$ cat src/rtl/ysyx_25040105_pkg.sv
// Shared definitions for the ysyx_25040105 instruction fetch unit.
//   fetch_state_e    : fetch FSM state encoding
//   XLEN             : datapath width (only 32 supported)
//   RESET_PC_DEFAULT : default PC loaded on reset
//   INST_NOP         : instruction word presented before the first fetch
package ysyx_25040105_pkg;

  localparam int          XLEN             = 32;
  localparam logic [31:0] RESET_PC_DEFAULT = 32'h8000_0000;
  localparam logic [31:0] INST_NOP         = 32'h0000_0013;

  typedef enum logic [2:0] {
    S_IDLE  = 3'd0,
    S_REQ   = 3'd1,
    S_WAIT  = 3'd2,
    S_OUT   = 3'd3,
    S_DRAIN = 3'd4
  } fetch_state_e;

endpackage

$ cat src/rtl/ysyx_25040105_pc_reg.sv
// Architectural PC register.
//   clk, rst_n   : clock, asynchronous active-low reset (pc <= RESET_PC)
//   load         : load redirect target (word-aligned), has priority over inc
//   load_pc      : redirect target
//   inc          : advance pc by 4 (wraps modulo 2^XLEN)
//   pc           : current PC
module ysyx_25040105_pc_reg
  import ysyx_25040105_pkg::*;
#(
  parameter int              PC_W     = ysyx_25040105_pkg::XLEN,
  parameter logic [PC_W-1:0] RESET_PC = RESET_PC_DEFAULT
) (
  input  logic            clk,
  input  logic            rst_n,
  input  logic            load,
  input  logic [PC_W-1:0] load_pc,
  input  logic            inc,
  output logic [PC_W-1:0] pc
);

  logic [PC_W-1:0] pc_q;

  always_ff @(posedge clk or negedge rst_n) begin
    if (!rst_n) begin
      pc_q <= RESET_PC;
    end else if (load) begin
      // Low two bits are forced to zero: fetches are always word aligned.
      pc_q <= load_pc & ~PC_W'(3);
    end else if (inc) begin
      pc_q <= pc_q + PC_W'(4);
    end
  end

  assign pc = pc_q;

endmodule

$ cat src/rtl/ysyx_25040105_ifu.sv
// Instruction fetch unit: owns the PC, issues one imem request per
// instruction, holds the fetched word until decode accepts it, and takes
// execute-stage redirects with priority, discarding any in-flight fetch.
//   clk, rst_n          : clock, asynchronous active-low reset
//   imem_req_*          : fetch request (valid/ready/addr); addr always == pc
//   imem_resp_*         : fetch response, one valid pulse per accepted request
//   inst_valid/ready    : handshake toward decode for inst/pc
//   inst, pc            : instruction word and its address
//   redirect_valid/pc   : taken control-flow target from execute
module ysyx_25040105_ifu
  import ysyx_25040105_pkg::*;
#(
  parameter logic [31:0] RESET_PC = RESET_PC_DEFAULT,
  parameter int          XLEN     = ysyx_25040105_pkg::XLEN
) (
  input  logic            clk,
  input  logic            rst_n,
  output logic            imem_req_valid,
  input  logic            imem_req_ready,
  output logic [XLEN-1:0] imem_req_addr,
  input  logic            imem_resp_valid,
  input  logic [31:0]     imem_resp_data,
  output logic            inst_valid,
  input  logic            inst_ready,
  output logic [31:0]     inst,
  output logic [XLEN-1:0] pc,
  input  logic            redirect_valid,
  input  logic [XLEN-1:0] redirect_pc
);

  fetch_state_e state_q;
  fetch_state_e state_d;
  logic         req_valid_q;
  logic         inst_valid_q;
  logic [31:0]  inst_q;
  logic         redirect_take;
  logic         req_hs;
  logic         pc_inc;
  logic         inst_load;

  // Redirects are meaningless before the first fetch has been issued.
  assign redirect_take = redirect_valid && (state_q != S_IDLE);
  assign req_hs        = req_valid_q && imem_req_ready;
  // A redirect coincident with decode acceptance suppresses the increment;
  // pc_reg also gives load priority, this keeps the intent explicit.
  assign pc_inc        = (state_q == S_OUT) && inst_ready && !redirect_take;
  assign inst_load     = (state_q == S_WAIT) && imem_resp_valid && !redirect_take;

  always_comb begin
    state_d = state_q;
    case (state_q)
      S_IDLE:  state_d = S_REQ;
      S_REQ: begin
        // A request accepted together with a redirect is for the stale pc.
        if (req_hs) state_d = redirect_take ? S_DRAIN : S_WAIT;
      end
      S_WAIT: begin
        if (redirect_take)        state_d = imem_resp_valid ? S_REQ : S_DRAIN;
        else if (imem_resp_valid) state_d = S_OUT;
      end
      S_OUT: begin
        if (redirect_take || inst_ready) state_d = S_REQ;
      end
      S_DRAIN: begin
        if (imem_resp_valid) state_d = S_REQ;
      end
      default: state_d = S_IDLE;
    endcase
  end

  // Handshake outputs are registered copies of the next-state decode so they
  // carry no combinational path from any input.
  always_ff @(posedge clk or negedge rst_n) begin
    if (!rst_n) begin
      state_q      <= S_IDLE;
      req_valid_q  <= 1'b0;
      inst_valid_q <= 1'b0;
      inst_q       <= INST_NOP;
    end else begin
      state_q      <= state_d;
      req_valid_q  <= (state_d == S_REQ);
      inst_valid_q <= (state_d == S_OUT);
      if (inst_load) inst_q <= imem_resp_data;
    end
  end

  ysyx_25040105_pc_reg #(
    .PC_W     (XLEN),
    .RESET_PC (XLEN'(RESET_PC))
  ) u_pc_reg (
    .clk     (clk),
    .rst_n   (rst_n),
    .load    (redirect_take),
    .load_pc (redirect_pc),
    .inc     (pc_inc),
    .pc      (pc)
  );

  assign imem_req_valid = req_valid_q;
  assign imem_req_addr  = pc;
  assign inst_valid     = inst_valid_q;
  assign inst           = inst_q;

endmodule

$ cat config.mk
export PLATFORM = sky130hd
export DESIGN_NAME = ysyx_25040105_ifu
export DESIGN_NICKNAME = d
export VERILOG_FILES = /design/src/rtl/ysyx_25040105_pkg.sv /design/src/rtl/ysyx_25040105_pc_reg.sv /design/src/rtl/ysyx_25040105_ifu.sv
export SDC_FILE = /design/constraint.sdc
export NUM_CORES = 1
export LEC_CHECK = 0
export BUFFER_PORTS_ARGS = -buffer_cell sky130_fd_sc_hd__buf_2
export CORE_MARGIN = 2
export CORE_UTILIZATION = 30
export DETAILED_ROUTE_END_ITERATION = 10
export SETUP_SLACK_MARGIN = 0.5
export SLEW_MARGIN = 20
export SYNTH_ARGS = -nofsm -noshare
export SYNTH_HDL_FRONTEND = slang
export SYNTH_SLANG_ARGS = --single-unit
$ cat constraint.sdc
create_clock -name clk -period 2 [get_ports clk]
set_input_delay 0 -clock clk [delete_from_list [all_inputs] [get_ports clk]]
set_output_delay 0 -clock clk [all_outputs]
set_load 0.005 [all_outputs]
=== After elaboration in Yosys (flattened, before gate mapping) ===
Cells that the tools add are included.
W data, S select, Z words.

* Bits in registers: 69
* Latch bits: 0
* Memory bits (writable): 0
* Memory bits (read-only): 0
* Input bits: 70
* Logic and storage cells: 33
* Memories: 0

* Add/subtract/negate cells: 1
* $mul: 0
* Divide/modulo/power cells: 0
* Magnitude comparators: 0
* Equal/unequal tests: 6
* Shift operators: 0
* Muxes and demuxes: 10
* Bitwise logic cells: 0
* Reduce and logical (&&, ||, !) cells: 11

{| class="wikitable"
|+ Operators with widths
! kind !! count
|-
| $mux W32 || 2
|-
| $add A32 B3 Y32 const B || 1
|-
| $mux W3 || 7
|-
| $pmux W3 S5 || 1
|-
| $eq A3 B2 Y1 const B || 3
|-
| $eq A3 B1 Y1 const B || 2
|-
| $logic_and A1 B1 Y1 || 6
|-
| $eq A3 B3 Y1 const B || 1
|-
| $logic_not A3 Y1 || 1
|-
| $reduce_bool A3 Y1 || 1
|-
| $reduce_bool A2 Y1 || 1
|-
| $logic_not A1 Y1 || 1
|-
| $logic_or A1 B1 Y1 || 1
|}

=== Longest topological paths before layout ===
* Depth after elaboration: 6
* Gate-level depth with buffers: 7
* Gate-level depth less buffers: 5

=== By module ===
A second synthesis with hierarchy kept.

* Cells, all modules: 315
* Area, all modules: 3563.4 um^2

{| class="wikitable"
|+ By module, submodules not included
! module !! times used !! cells an instance !! area an instance (um^2) !! sequential area each (um^2)
|-
| ysyx_25040105_ifu || 1 || 123 || 1833.0 || 929.6
|-
| ysyx_25040105_pc_reg || 1 || 192 || 1730.4 || 752.0
|}

=== Least setup slack after synthesis ===
Ideal clock, no wire load.

* Path type: register to register
* From: register u_pc_reg.pc_q[5] (netlist: u_pc_reg.pc[5])
* To: register u_pc_reg.pc_q[31] (netlist: u_pc_reg.pc[31])
* Arrival: 1888 ps
* Path slack: 35 ps
* Cell stages (with the launch flop): 7
* Clock period less this slack: 1965 ps
* Cells stage by stage: dfrtp_1 -> buf_2 -> nand4_1 -> or4_1 -> buf_2 -> or4_1 -> a31oi_1

* Cells in the longest elaborated chain, start to end: 3

{| class="wikitable"
|+ Ends and longest elaborated chain
! item !! RTL line !! source
|-
| start, declared || ysyx_25040105_pc_reg.sv:21 || <nowiki>logic [PC_W-1:0] pc_q;</nowiki>
|-
| start signal, assigned || ysyx_25040105_pc_reg.sv:28 || <nowiki>pc_q <= load_pc & ~PC_W'(3);</nowiki>
|-
| start signal, assigned || ysyx_25040105_pc_reg.sv:30 || <nowiki>pc_q <= pc_q + PC_W'(4);</nowiki>
|-
| $add A32 B3 Y32 || ysyx_25040105_pc_reg.sv:30 ||
|-
| $mux W32 || ysyx_25040105_pc_reg.sv:29 || <nowiki>end else if (inc) begin</nowiki>
|-
| $mux W32 || ysyx_25040105_pc_reg.sv:26 || <nowiki>end else if (load) begin</nowiki>
|}

No other way between the ends. The select of a mux whose other input is x is not followed.
A chain may end at the register's enable or synchronous reset.

=== Final worst setup path ===
* From: register u_pc_reg.pc_q[5] (netlist: u_pc_reg.pc[5])
* To: register u_pc_reg.pc_q[19] (netlist: u_pc_reg.pc[19])

Same word-level chain as after synthesis.

==> summary.json <==
{
  "critical_path_buf_inv_count": {"value": 1},
  "max-slew-margin-rel": {"value": 0.547},
  "finalHoldWorstSlack": {"value": 0.0445, "unit": "ns"},
  "ir_worst_vdd": {"value": 559, "unit": "uV"},
  "ff2ff_setup_slack": {"value": 0.16, "unit": "ns"},
  "finalSetupViolCount": {"value": 0},
  "netlist_top_cells_count": {"value": "63 x dfrtp_1, 35 x buf_4, 33 x nor2_1"},
  "layout.cells.non_filler": {"value": 742},
  "multi_input_comb_area": {"value": 1650, "unit": "sq um"},
  "grt-ovfl-total": {"value": 0},
  "numClockSinks": {"value": 67},
  "flow.area_growth_from_synthesis": {"value": 70.4, "unit": "%"},
  "share_comb_of_total_power": {"value": 0.480},
  "cap_violations": {"value": 0},
  "cpMaxStageDelayCell": {"value": "or4_4"},
  "ctsHtreeMaxLevel": {"value": 3},
  "timing.final.crit_share": {"value": 0.921},
  "fp.dieArea": {"value": 12500, "unit": "sq um"},
  "grt_first_pass_wirelength": {"value": 17.7, "unit": "mm"},
  "die_extent_in_y": {"value": 112, "unit": "um"},
  "crit_path_cell_trace": {"value": "nand4_1, or4_4, buf_4, or3_1, a31oi_1"},
  "final_util": {"value": 0.522},
  "worst_min_delay_path_class": {"value": "in -> reg"},
  "timing.critical_path.fanout_max": {"value": 6},
  "r2r-end": {"value": "u_pc_reg.pc[19]"},
  "num-fill-cells": {"value": 1053},
  "post_route_cells_drive_above_1_share": {"value": 0.516},
  "r2r.worst_path.cells": {"value": 5},
  "post-synth-top-area-fraction": {"value": 0.451},
  "intPower": {"value": 4.56, "unit": "mW"},
  "pin_count": {"value": 168},
  "initial_antenna_violation_count": {"value": 0},
  "floorplan.rows": {"value": 39},
  "post_synth_edffs": {"value": 0},
  "largest_cells_by_area_after_synthesis": {"value": "dfrtp_1 45%, mux2_2 10%, buf_4 7.5%, nor2_1 3.5%, a31oi_1 3.2%"},
  "final.setup_skew": {"value": 0.00433, "unit": "ns"},
  "gp_routability_congestion": {"value": 0.778},
  "post_drt_wl_per_cell": {"value": 15.8, "unit": "um"},
  "die_width": {"value": 112, "unit": "um"},
  "wirelength": {"value": 11.7, "unit": "mm"},
  "postSynthCellCount": {"value": 342},
  "synth_area_per_cell": {"value": 10.2, "unit": "sq um"},
  "ff_latch_area": {"value": 1680, "unit": "sq um"},
  "syn_area": {"value": 3500, "unit": "sq um"},
  "skew_pair_late_insertion_delay": {"value": 0.33, "unit": "ns"},
  "worst_pin_slew": {"value": 0.680, "unit": "ns"},
  "yosys_register_bits": {"value": 67},
  "clock_pin_slew_of_the_registers_on_the_worst_case_setup_and_hold_paths": {"value": 0.05, "unit": "ns"},
  "placed_cell_area": {"value": 4400, "unit": "sq um"},
  "fin_setup_tns": {"value": 0, "unit": "ns"},
  "vias": {"value": 3602},
  "global_route.usage.total": {"value": 0.178},
  "final-hold-violation-count": {"value": 0},
  "crit_cells": {"value": 5},
  "rsz0062_at_grt": {"value": "yes"},
  "cts.path.max_buffers": {"value": 2},
  "cts_tree": {"value": "built"},
  "fin_crit": {"value": 1.84, "unit": "ns"},
  "run_status": {"value": "finished, final reports clean"},
  "drv_slew": {"value": 0},
  "power_switching_share": {"value": 0.361},
  "worstHoldPathCells": {"value": 3},
  "clk_root_buffer_cell": {"value": "clkbuf_16"},
  "cts_buffers": {"value": 9},
  "synth_top_cell_by_area": {"value": "dfrtp_1"},
  "synth-seq-area-share": {"value": 0.481},
  "max_ffs_per_register": {"value": 32},
  "synthDistinctLibCells": {"value": 38},
  "postLayoutCellArea": {"value": 5960, "unit": "sq um"},
  "placed_cells": {"value": 624},
  "count_of_port_buffers_added_during_placement": {"value": 161},
  "placeable_core_region": {"value": 11400, "unit": "sq um"},
  "start_util": {"value": 0.306},
  "grt_start_max_net_pins": {"value": 39},
  "cellLeakagePower": {"value": 2.83, "unit": "nW"},
  "placement.setup.worst_slack": {"value": 0.0553, "unit": "ns"},
  "grt_pass1_vias": {"value": 3553},
  "synthMostInstantiatedCell": {"value": "dfrtp_1"},
  "timing.critical_path.slowest_cell_delay": {"value": 0.61, "unit": "ns"},
  "hpwlAfterDp": {"value": 6.91, "unit": "mm"},
  "cp_arrival": {"value": 2.09, "unit": "ns"},
  "regToRegStartpoint": {"value": "u_pc_reg.pc[5]"},
  "power_switching": {"value": 2.57, "unit": "mW"},
  "final_critical_path_setup_slack": {"value": 0.158, "unit": "ns"},
  "startpoint_type": {"value": "flop"},
  "worst_endpoint_required_time": {"value": 2.25, "unit": "ns"},
  "worst_path_dominant_cell_family": {"value": "simple AND/OR/NAND/NOR gates"},
  "seqPwrFrac": {"value": 0.323},
  "finalNetCount": {"value": 665},
  "drc": {"value": 0},
  "first_iter_violations": {"value": 172},
  "total_power": {"value": 7.13, "unit": "mW"},
  "diodes": {"value": 0},
  "crit_path_end_kind": {"value": "flop"},
  "clockPowerShare": {"value": 0.197},
  "synth_async_sr_flop_share": {"value": 1.00},
  "synth_ff_type": {"value": "dfrtp_1"},
  "worstHoldStart": {"value": "imem_resp_valid"},
  "firstDrtPassIters": {"value": 6},
  "power_density": {"value": 1200, "unit": "nW/um^2"},
  "worst_hold_path.endpoint": {"value": "state_q[2]"},
  "synth.yosys.warnings": {"value": 0},
  "detail_route.vias_per_cell": {"value": 4.85},
  "criticalPathCategory": {"value": "reg -> reg"},
  "fmaxAchievable": {"value": 0.543, "unit": "GHz"},
  "drt.antenna.violating_nets": {"value": 0}
}
metal layers:
layer	vias up	part of all wire	track usage	wire [um]
li1	1712	-	-	-
met1	1760	0.42	0.221	4960
met2	119	0.52	0.313	6070
met3	11	0.046	0.0441	539
met4	0	0.012	0.0455	141
met5	-	0	0	0
worst max-delay path by stage:
| stage | start | to | slack, ns |
|---|---|---|---|
| 6_report | u_pc_reg.pc[5] | u_pc_reg.pc[19] | 0.16 |
| 5_1_grt | u_pc_reg.pc[11] | u_pc_reg.pc[29] | 0.07 |
| 4_1_cts | u_pc_reg.pc[12] | u_pc_reg.pc[31] | 0.17 |
| 3_5_place_dp | u_pc_reg.pc[5] | u_pc_reg.pc[31] | 0.06 |
| 3_3_place_gp | u_pc_reg.pc[7] | u_pc_reg.pc[31] | 0.09 |
| 2_1_floorplan | u_pc_reg.pc[5] | u_pc_reg.pc[31] | 0.06 |
power by group through the flow:
stage | Sequential (mW) | Clock, mW | Combinational [mW]
global placement | 2.27 | 0 | 2.59
global route | 2.38 | 1.51 | 3.72
detailed placement | 2.31 | 0 | 2.62
CTS | 2.30 | 1.45 | 3.02
floorplan | 2.40 | 0 | 1.51
finish | 2.30 | 1.41 | 3.42
kinds of logic after synthesis:
kind of cell / Yosys count / share of synthesized area
mux: 32 / 0.103
buf+inv: 60 / 0.103
compound gates: 54 / 0.0966
other cells: 1 / 0.00107
simple gates: 116 / 0.184
flops: 67 / 0.481
xor+xnor: 11 / 0.0275
fa+ha+maj: 1 / 0.00358
cells in the final DEF, fill, tap and decap left out, types with 3 or more instances in the layout:
cell type      instances
buf_2                161
dlygate4sd3_1         64
dfrtp_1               61
buf_4                 39
mux2_2                31
nor2_1                29
a31oi_1               18
buf_6                 15
or4_1                 13
o31ai_1               12
clkbuf_16             12
nand2_1               10
nand4_1               10
nand3_1                9
a21oi_1                9
inv_1                  7
xnor2_1                6
o21ai_0                5
or3_1                  5
nand3_2                4
xor2_1                 4
conb_1                 4
dfstp_2                4
nand2_2                3
or4_4                  3
clkinv_2               3
clkbuf_1               3
buf_16                 3
buf_12                 3
worst reg2reg max path: stages, from the launching register on:
cell	delay (ns)
dfrtp_1	0.35
nand4_1	0.15
or4_4	0.61
buf_4	0.18
or3_1	0.31
a31oi_1	0.16
layout make-up:
| class | instances | share of cell area |
|---|---|---|
| sequential | 67 | 0.283 |
| multi-input combinational | 219 | 0.277 |
| tap | 143 | 0.0300 |
| inverter | 7 | 0.00441 |
| clock inverter | 3 | 0.00252 |
| timing repair buffer | 290 | 0.362 |
| clock buffer | 13 | 0.0420 |
what timing repair did:
item | in CTS | in global routing
endpoints found under the setup margin | 59 | 63
endpoints found under the hold margin | 90 | 0
pin swaps | 14 | 24
hold buffers | 64 | 0
buffers inserted | 14 | 13
gates cloned | 5 | 6
gates resized for setup | 38 | 33
Power figures use the tool's default switching activity.
